`config.mk`:
```
export PLATFORM = sky130hd
export DESIGN_NAME = shift_pattern_decoder
export DESIGN_NICKNAME = d
export VERILOG_FILES = /design/src/rtl/shift_pat_pkg.sv /design/src/rtl/shift_step_classifier.sv /design/src/rtl/shift_pattern_decoder.sv
export SDC_FILE = /design/constraint.sdc
export NUM_CORES = 1
export LEC_CHECK = 0
export CAP_MARGIN = 20
export CORE_AREA = 10 10 70 72
export CTS_BUF_LIST = sky130_fd_sc_hd__clkbuf_8
export DETAILED_ROUTE_END_ITERATION = 8
export DIE_AREA = 0 0 80 82
export PLACE_DENSITY = 0.83
export SLEW_MARGIN = 10
export SYNTH_ARGS = -nofsm -noshare
export SYNTH_HDL_FRONTEND = slang
export SYNTH_SLANG_ARGS = --single-unit
```
`constraint.sdc`:
```
create_clock -name clock -period 6.79 [get_ports clock]
set_clock_uncertainty 0.15 [all_clocks]
set_input_delay 0.679 -clock clock [delete_from_list [all_inputs] [get_ports clock]]
set_output_delay 0.679 -clock clock [all_outputs]
set_load 0.05 [all_outputs]
```
`src/rtl/shift_pat_pkg.sv`:
```
// Shared types for the LED shift-pattern decoder: animation modes, step classes
// and the classifier result bundle.
package shift_pat_pkg;

  typedef enum logic [2:0] {
    NONE  = 3'd0,
    OFF   = 3'd1,
    ROT_L = 3'd2,
    ROT_R = 3'd3,
    KITT  = 3'd4
  } mode_t;

  typedef enum logic [3:0] {
    ZERO,
    TO_ZERO,
    FROM_ZERO,
    HOLD,
    WRAP_L,
    WRAP_R,
    LEFT,
    RIGHT,
    BAD
  } step_t;

  localparam logic [7:0] PAT_MSB = 8'h80;
  localparam logic [7:0] PAT_LSB = 8'h01;

  typedef struct packed {
    step_t      step;
    logic       onehot;
    logic [2:0] pos;
  } step_res_t;

  function automatic logic is_onehot(input logic [7:0] v);
    return (v != 8'h00) && ((v & (v - 8'h01)) == 8'h00);
  endfunction

endpackage

```
`src/rtl/shift_step_classifier.sv`:
```
// Combinational step classifier: relates the stored sample to the new one and
// reports the new sample's one-hot flag and lit-bit index.
module shift_step_classifier
  import shift_pat_pkg::*;
(
  input  logic [7:0] prev,
  input  logic [7:0] cur,
  output step_res_t  res
);

  logic p_oh, c_oh;

  assign p_oh = is_onehot(prev);
  assign c_oh = is_onehot(cur);

  always_comb begin
    res.step   = BAD;
    res.onehot = c_oh;
    res.pos    = '0;
    for (int i = 0; i < 8; i++)
      if (c_oh && cur[i]) res.pos = 3'(i);

    // Any non-one-hot nonzero value on either side falls through to BAD.
    if (prev == 8'h00 && cur == 8'h00)      res.step = ZERO;
    else if (p_oh && cur == 8'h00)          res.step = TO_ZERO;
    else if (prev == 8'h00 && c_oh)         res.step = FROM_ZERO;
    else if (p_oh && c_oh) begin
      if (cur == prev)                                res.step = HOLD;
      else if (prev == PAT_MSB && cur == PAT_LSB)     res.step = WRAP_L;
      else if (prev == PAT_LSB && cur == PAT_MSB)     res.step = WRAP_R;
      else if (cur == {prev[6:0], 1'b0})              res.step = LEFT;
      else if (cur == {1'b0, prev[7:1]})              res.step = RIGHT;
    end
  end

endmodule

```
`src/rtl/shift_pattern_decoder.sv`:
```
// LED animation decoder: classifies the sampled pattern stream as off, rotate
// left/right or KITT ping-pong and builds confidence toward a lock.
module shift_pattern_decoder
  import shift_pat_pkg::*;
#(
  parameter int LOCK_STEPS = 4,
  parameter int CNT_W      = 4
) (
  input  logic       clock,
  input  logic       reset,
  input  logic       step_en,
  input  logic [7:0] pattern,
  output logic [2:0] mode,
  output logic       locked,
  output logic [2:0] position,
  output logic       pos_valid,
  output logic       dir,
  output logic       err
);

  localparam logic [CNT_W-1:0] LOCK_C = CNT_W'(LOCK_STEPS);
  localparam logic [CNT_W-1:0] CNT_1  = CNT_W'(1);

  logic [7:0]       prev_q, prev_d;
  logic             prev_valid_q, prev_valid_d;
  mode_t            mode_q, mode_d;
  logic [CNT_W-1:0] cnt_q, cnt_d, cnt_inc;
  logic             locked_q, locked_d;
  logic [2:0]       pos_q, pos_d;
  logic             pos_valid_q, pos_valid_d;
  logic             dir_q, dir_d;
  logic             err_q, err_d;

  step_res_t        res;
  logic             is_left, mv_dir, wrap, reverse, consistent;
  mode_t            tgt;

  shift_step_classifier u_cls (
    .prev (prev_q),
    .cur  (pattern),
    .res  (res)
  );

  assign cnt_inc = (cnt_q == '1) ? cnt_q : cnt_q + CNT_1;

  assign is_left = (res.step == LEFT) || (res.step == WRAP_L);
  assign mv_dir  = (res.step == RIGHT) || (res.step == WRAP_R);
  assign wrap    = (res.step == WRAP_L) || (res.step == WRAP_R);
  assign tgt     = is_left ? ROT_L : ROT_R;
  // A bounce off an edge against the last direction is what marks KITT.
  assign reverse = ((res.step == RIGHT) && (prev_q == PAT_MSB) && !dir_q) ||
                   ((res.step == LEFT)  && (prev_q == PAT_LSB) &&  dir_q);
  assign consistent = (mode_q == tgt) ||
                      ((mode_q == KITT) && !wrap && (dir_q == mv_dir));

  always_comb begin
    prev_d       = prev_q;
    prev_valid_d = prev_valid_q;
    mode_d       = mode_q;
    cnt_d        = cnt_q;
    pos_d        = pos_q;
    pos_valid_d  = pos_valid_q;
    dir_d        = dir_q;
    err_d        = 1'b0;

    if (step_en) begin
      prev_d       = pattern;
      prev_valid_d = 1'b1;
      pos_d        = res.pos;
      pos_valid_d  = res.onehot;

      if (prev_valid_q) begin
        case (res.step)
          ZERO: begin
            if (mode_q == OFF) cnt_d = cnt_inc;
            else begin
              mode_d = OFF;
              cnt_d  = CNT_1;
            end
          end
          TO_ZERO: begin
            mode_d = OFF;
            cnt_d  = CNT_1;
          end
          FROM_ZERO: begin
            mode_d = NONE;
            cnt_d  = '0;
          end
          HOLD: ;
          LEFT, RIGHT, WRAP_L, WRAP_R: begin
            dir_d = mv_dir;
            if (reverse) begin
              cnt_d  = (mode_q == KITT) ? cnt_inc : CNT_1;
              mode_d = KITT;
            end else if (consistent) begin
              cnt_d = cnt_inc;
            end else begin
              mode_d = tgt;
              cnt_d  = CNT_1;
              err_d  = (mode_q != NONE);
            end
          end
          default: begin
            mode_d = NONE;
            cnt_d  = '0;
            err_d  = 1'b1;
          end
        endcase
      end
    end

    locked_d = (cnt_d >= LOCK_C);
  end

  always_ff @(posedge clock) begin
    if (reset) begin
      prev_q       <= '0;
      prev_valid_q <= 1'b0;
      mode_q       <= NONE;
      cnt_q        <= '0;
      locked_q     <= 1'b0;
      pos_q        <= '0;
      pos_valid_q  <= 1'b0;
      dir_q        <= 1'b0;
      err_q        <= 1'b0;
    end else begin
      prev_q       <= prev_d;
      prev_valid_q <= prev_valid_d;
      mode_q       <= mode_d;
      cnt_q        <= cnt_d;
      locked_q     <= locked_d;
      pos_q        <= pos_d;
      pos_valid_q  <= pos_valid_d;
      dir_q        <= dir_d;
      err_q        <= err_d;
    end
  end

  assign mode      = mode_q;
  assign locked    = locked_q;
  assign position  = pos_q;
  assign pos_valid = pos_valid_q;
  assign dir       = dir_q;
  assign err       = err_q;

endmodule
```
==> impl_metrics.tcl <==
set metrics [dict create \
    post-place-cells 304 \
    ys_async_sr_fraction_pct 0 \
    cts_root_buf "sky130_fd_sc_hd__clkbuf_8" \
    arithmetic_cell_share_of_the_synthesized_area_counting_full_adders_half_adders_and_majority_gates_pct 1.55 \
    core_region_area_um2 3580 \
    nets 273 \
    post_synth.cell_area_avg_um2 8.16 \
    cts_resized 0 \
    crit_arrival_ns 4.38 \
    routed-via-count 1940 \
    crit_path_max_fanout 10 \
    critPathKind "primary input to flop" \
    worstHoldPathType "flop to flop" \
    start_util_pct 58.8 \
    iteration_0_drc_markers 200 \
    clk_latency_ns 0.26 \
    postLayoutCoreUtil_pct 64.0 \
    synth_nets 270 \
    critPathCaptureType "flop" \
    postSynth.topFlopCell "sky130_fd_sc_hd__dfxtp_1" \
    route.antenna.remaining_nets 0 \
    drt-pass1-iter-count 4 \
    grt_overflow_total 0 \
    synth_top_family_by_area "simple AND/OR/NAND/NOR gates" \
    required_ns 6.81 \
    yosys.area_share.simple_pct 32.8 \
    ir_worst_vdd_mv 0.120 \
    synth_area_leaders "sky130_fd_sc_hd__dfxtp_1 22%, sky130_fd_sc_hd__xor2_1 9.2%, sky130_fd_sc_hd__mux2i_1 6.7%" \
    flow.area_growth_from_synthesis_pct 8.74 \
    synthDominantAreaCellType "sky130_fd_sc_hd__dfxtp_1" \
    fp.dieH_um 82 \
    clock_path_buffers 2 \
    wl_per_cell_um 16.3 \
    totalWireLength_um 5030 \
    tcrit_tclk_final_pct 64.2 \
    synthCells 258 \
    die_area_um2 6560 \
    critical_path.startpoint_type "primary input" \
    setup-violations-final 0 \
    share_of_the_synthesized_area_in_compound_gates_ao_oa_aoi_oai_pct 20.6 \
    post_dp_cell_area_um2 2240 \
    holdWs_ns 0.324 \
    rsz0062_at_grt "no" \
    final_common_cell "sky130_fd_sc_hd__nor2_1" \
    drv_cap 0 \
    number_of_antenna_violations_at_the_first_check_in_global_routing 0 \
    post_synth_num_cell_types 65 \
    synth.yosys.warnings 0 \
    ctsHoldBuffers 0 \
    grt_max_degree 28 \
    muxShareOfSynthArea_pct 6.66 \
    antennaDiodeCount 0 \
    fmax_ghz 0.229 \
    post_layout_nonfiller_instances 308 \
    run_status "finished, final reports clean" \
    design_area_um2 2290 \
    hpwlAfterDp_um 3720 \
    synth.ff_latch_count 23 \
    htree_levels 1 \
    drc 0 \
    ys_seq_area_share_pct 21.9 \
    worst-slew-pin-transition_ns 0.941 \
    syn-cell-area_um2 2100 \
    grt_pass1_wl_um 8730 \
    cts_setup_buffers 0 \
    core.rowCount 22 \
    synth_enable_flop_cells 0 \
    vias_in_the_first_global_route 1789 \
    finalCriticalPeriod_ns 4.36 \
    global_route.usage.total_pct 15.8 \
    post_synth_top_area_share_pct 21.9 \
    static_leakage_nw 0.821 \
    number_of_clock_sinks 23 \
    layout_common_cells "30 x sky130_fd_sc_hd__nor2_1, 23 x sky130_fd_sc_hd__nand2_1, 23 x sky130_fd_sc_hd__dfxtp_1" \
    number_of_input_and_output_port_buffers_inserted 20 \
    die_w_um 80 \
    timing.final.hold_violations 0 \
    power-per-cell-area_nw_per_um2 136 \
    vias_per_cell 6.30 \
    number_of_buffers_inserted_during_clock_tree_synthesis 3 \
    final.setup.tns_ns 0 \
    clock_pin_transition_on_the_worst_setup_and_hold_timing_paths_ns 0.08 \
    gp_congestion 0.958 \
    drive_above_1_share_pct 10.4 \
    timing.slew.headroom_pct 37.0 \
    tritoncts_clock_tree "done" \
    io_pins 21 \
    post_synth_xor_area_fraction_pct 9.99 \
    report.final.slew_viol_count 0 \
]
## layout make-up
type,instances,area (µm²)
Sequential cell,23,460
Multi-Input combinational cell,209,1510
Inverter,3,11.3
Tap cell,48,60.1
Timing Repair Buffer,21,205
Clock inverter,1,3.75
Fill cell,320,1290
Clock buffer,3,41.3
## flip-flops by register name (all words and copies together), names as in the netlist, 2 cells and up, named ones only
signal and count:
position 3, prev_q 8, mode 3, cnt_q 2
## cell usage after synthesis (all sizes together), types with 4 or more instances
library cell  count
a21oi             9
nand2b            5
nor2             32
o21ai             6
a2111oi           5
nand2            23
xor2             22
nor4             10
a31oi             4
nor4b             6
buf              16
dfxtp            23
and2              4
nand3             9
clkbuf            7
mux2i            14
nor3             14
## metal layers
| layer | part of all wire [%] | global-route usage (%) |
|---|---|---|
| met1 | 46 | 22.1 |
| met2 | 43 | 23.7 |
| met4 | 1.4 | 4.58 |
| met5 | 0 | 0 |
| met3 | 8.9 | 3.60 |
## power breakdown
| group | switching [mW] | internal [mW] | total (mW) |
|---|---|---|---|
| clock | 0.0437 | 0.0404 | 0.0841 |
| combinational | 0.0457 | 0.0314 | 0.0771 |
| sequential | 0.0113 | 0.139 | 0.150 |
## through the flow
stage          setup WS (ns)  total power, mW
2_1_floorplan           3.27            0.215
4_1_cts                 2.51            0.313
6_report                2.43            0.312
5_1_grt                 2.10            0.328
3_3_place_gp            2.28            0.228
3_5_place_dp            2.29            0.229
## path summary, 6_finish.rpt
| check | depth (start not counted) | start | endpoint | slack (ns) |
|---|---|---|---|---|
| worst max-delay path | 11 | pattern[5] | cnt_q[3] | 2.43 |
| worst min-delay path | 2 | position[0] | position[0] | 0.32 |
| worst max register to register | 10 | prev_q[1] | cnt_q[3] | 3.15 |
| worst min register to register | 2 | position[0] | position[0] | 0.32 |
## critical path, stage by stage
cell and delay (ns):
sky130_fd_sc_hd__clkdlybuf4s50_1 0.67, sky130_fd_sc_hd__nor4_1 0.69, sky130_fd_sc_hd__nand2_1 0.17, sky130_fd_sc_hd__o32ai_2 0.41, sky130_fd_sc_hd__o31ai_1 0.19, sky130_fd_sc_hd__nor4b_2 0.30
sky130_fd_sc_hd__mux2i_1 0.25, sky130_fd_sc_hd__nor3_2 0.11, sky130_fd_sc_hd__o311ai_2 0.53, sky130_fd_sc_hd__a41oi_1 0.20, sky130_fd_sc_hd__nor4_2 0.16
## cell families (layout without fill, tap and decap cells)
logic type,count (synthesis),after routing
DFF,23,23
and+or+nand+nor,121,121
muxes,14,14
xor gates and xnor gates,24,24
AOI/OAI and AO/OA,47,47
buffers and inverters,26,28
adders and majority gates,3,3
No activity file was read; power rests on OpenSTA's default activity.
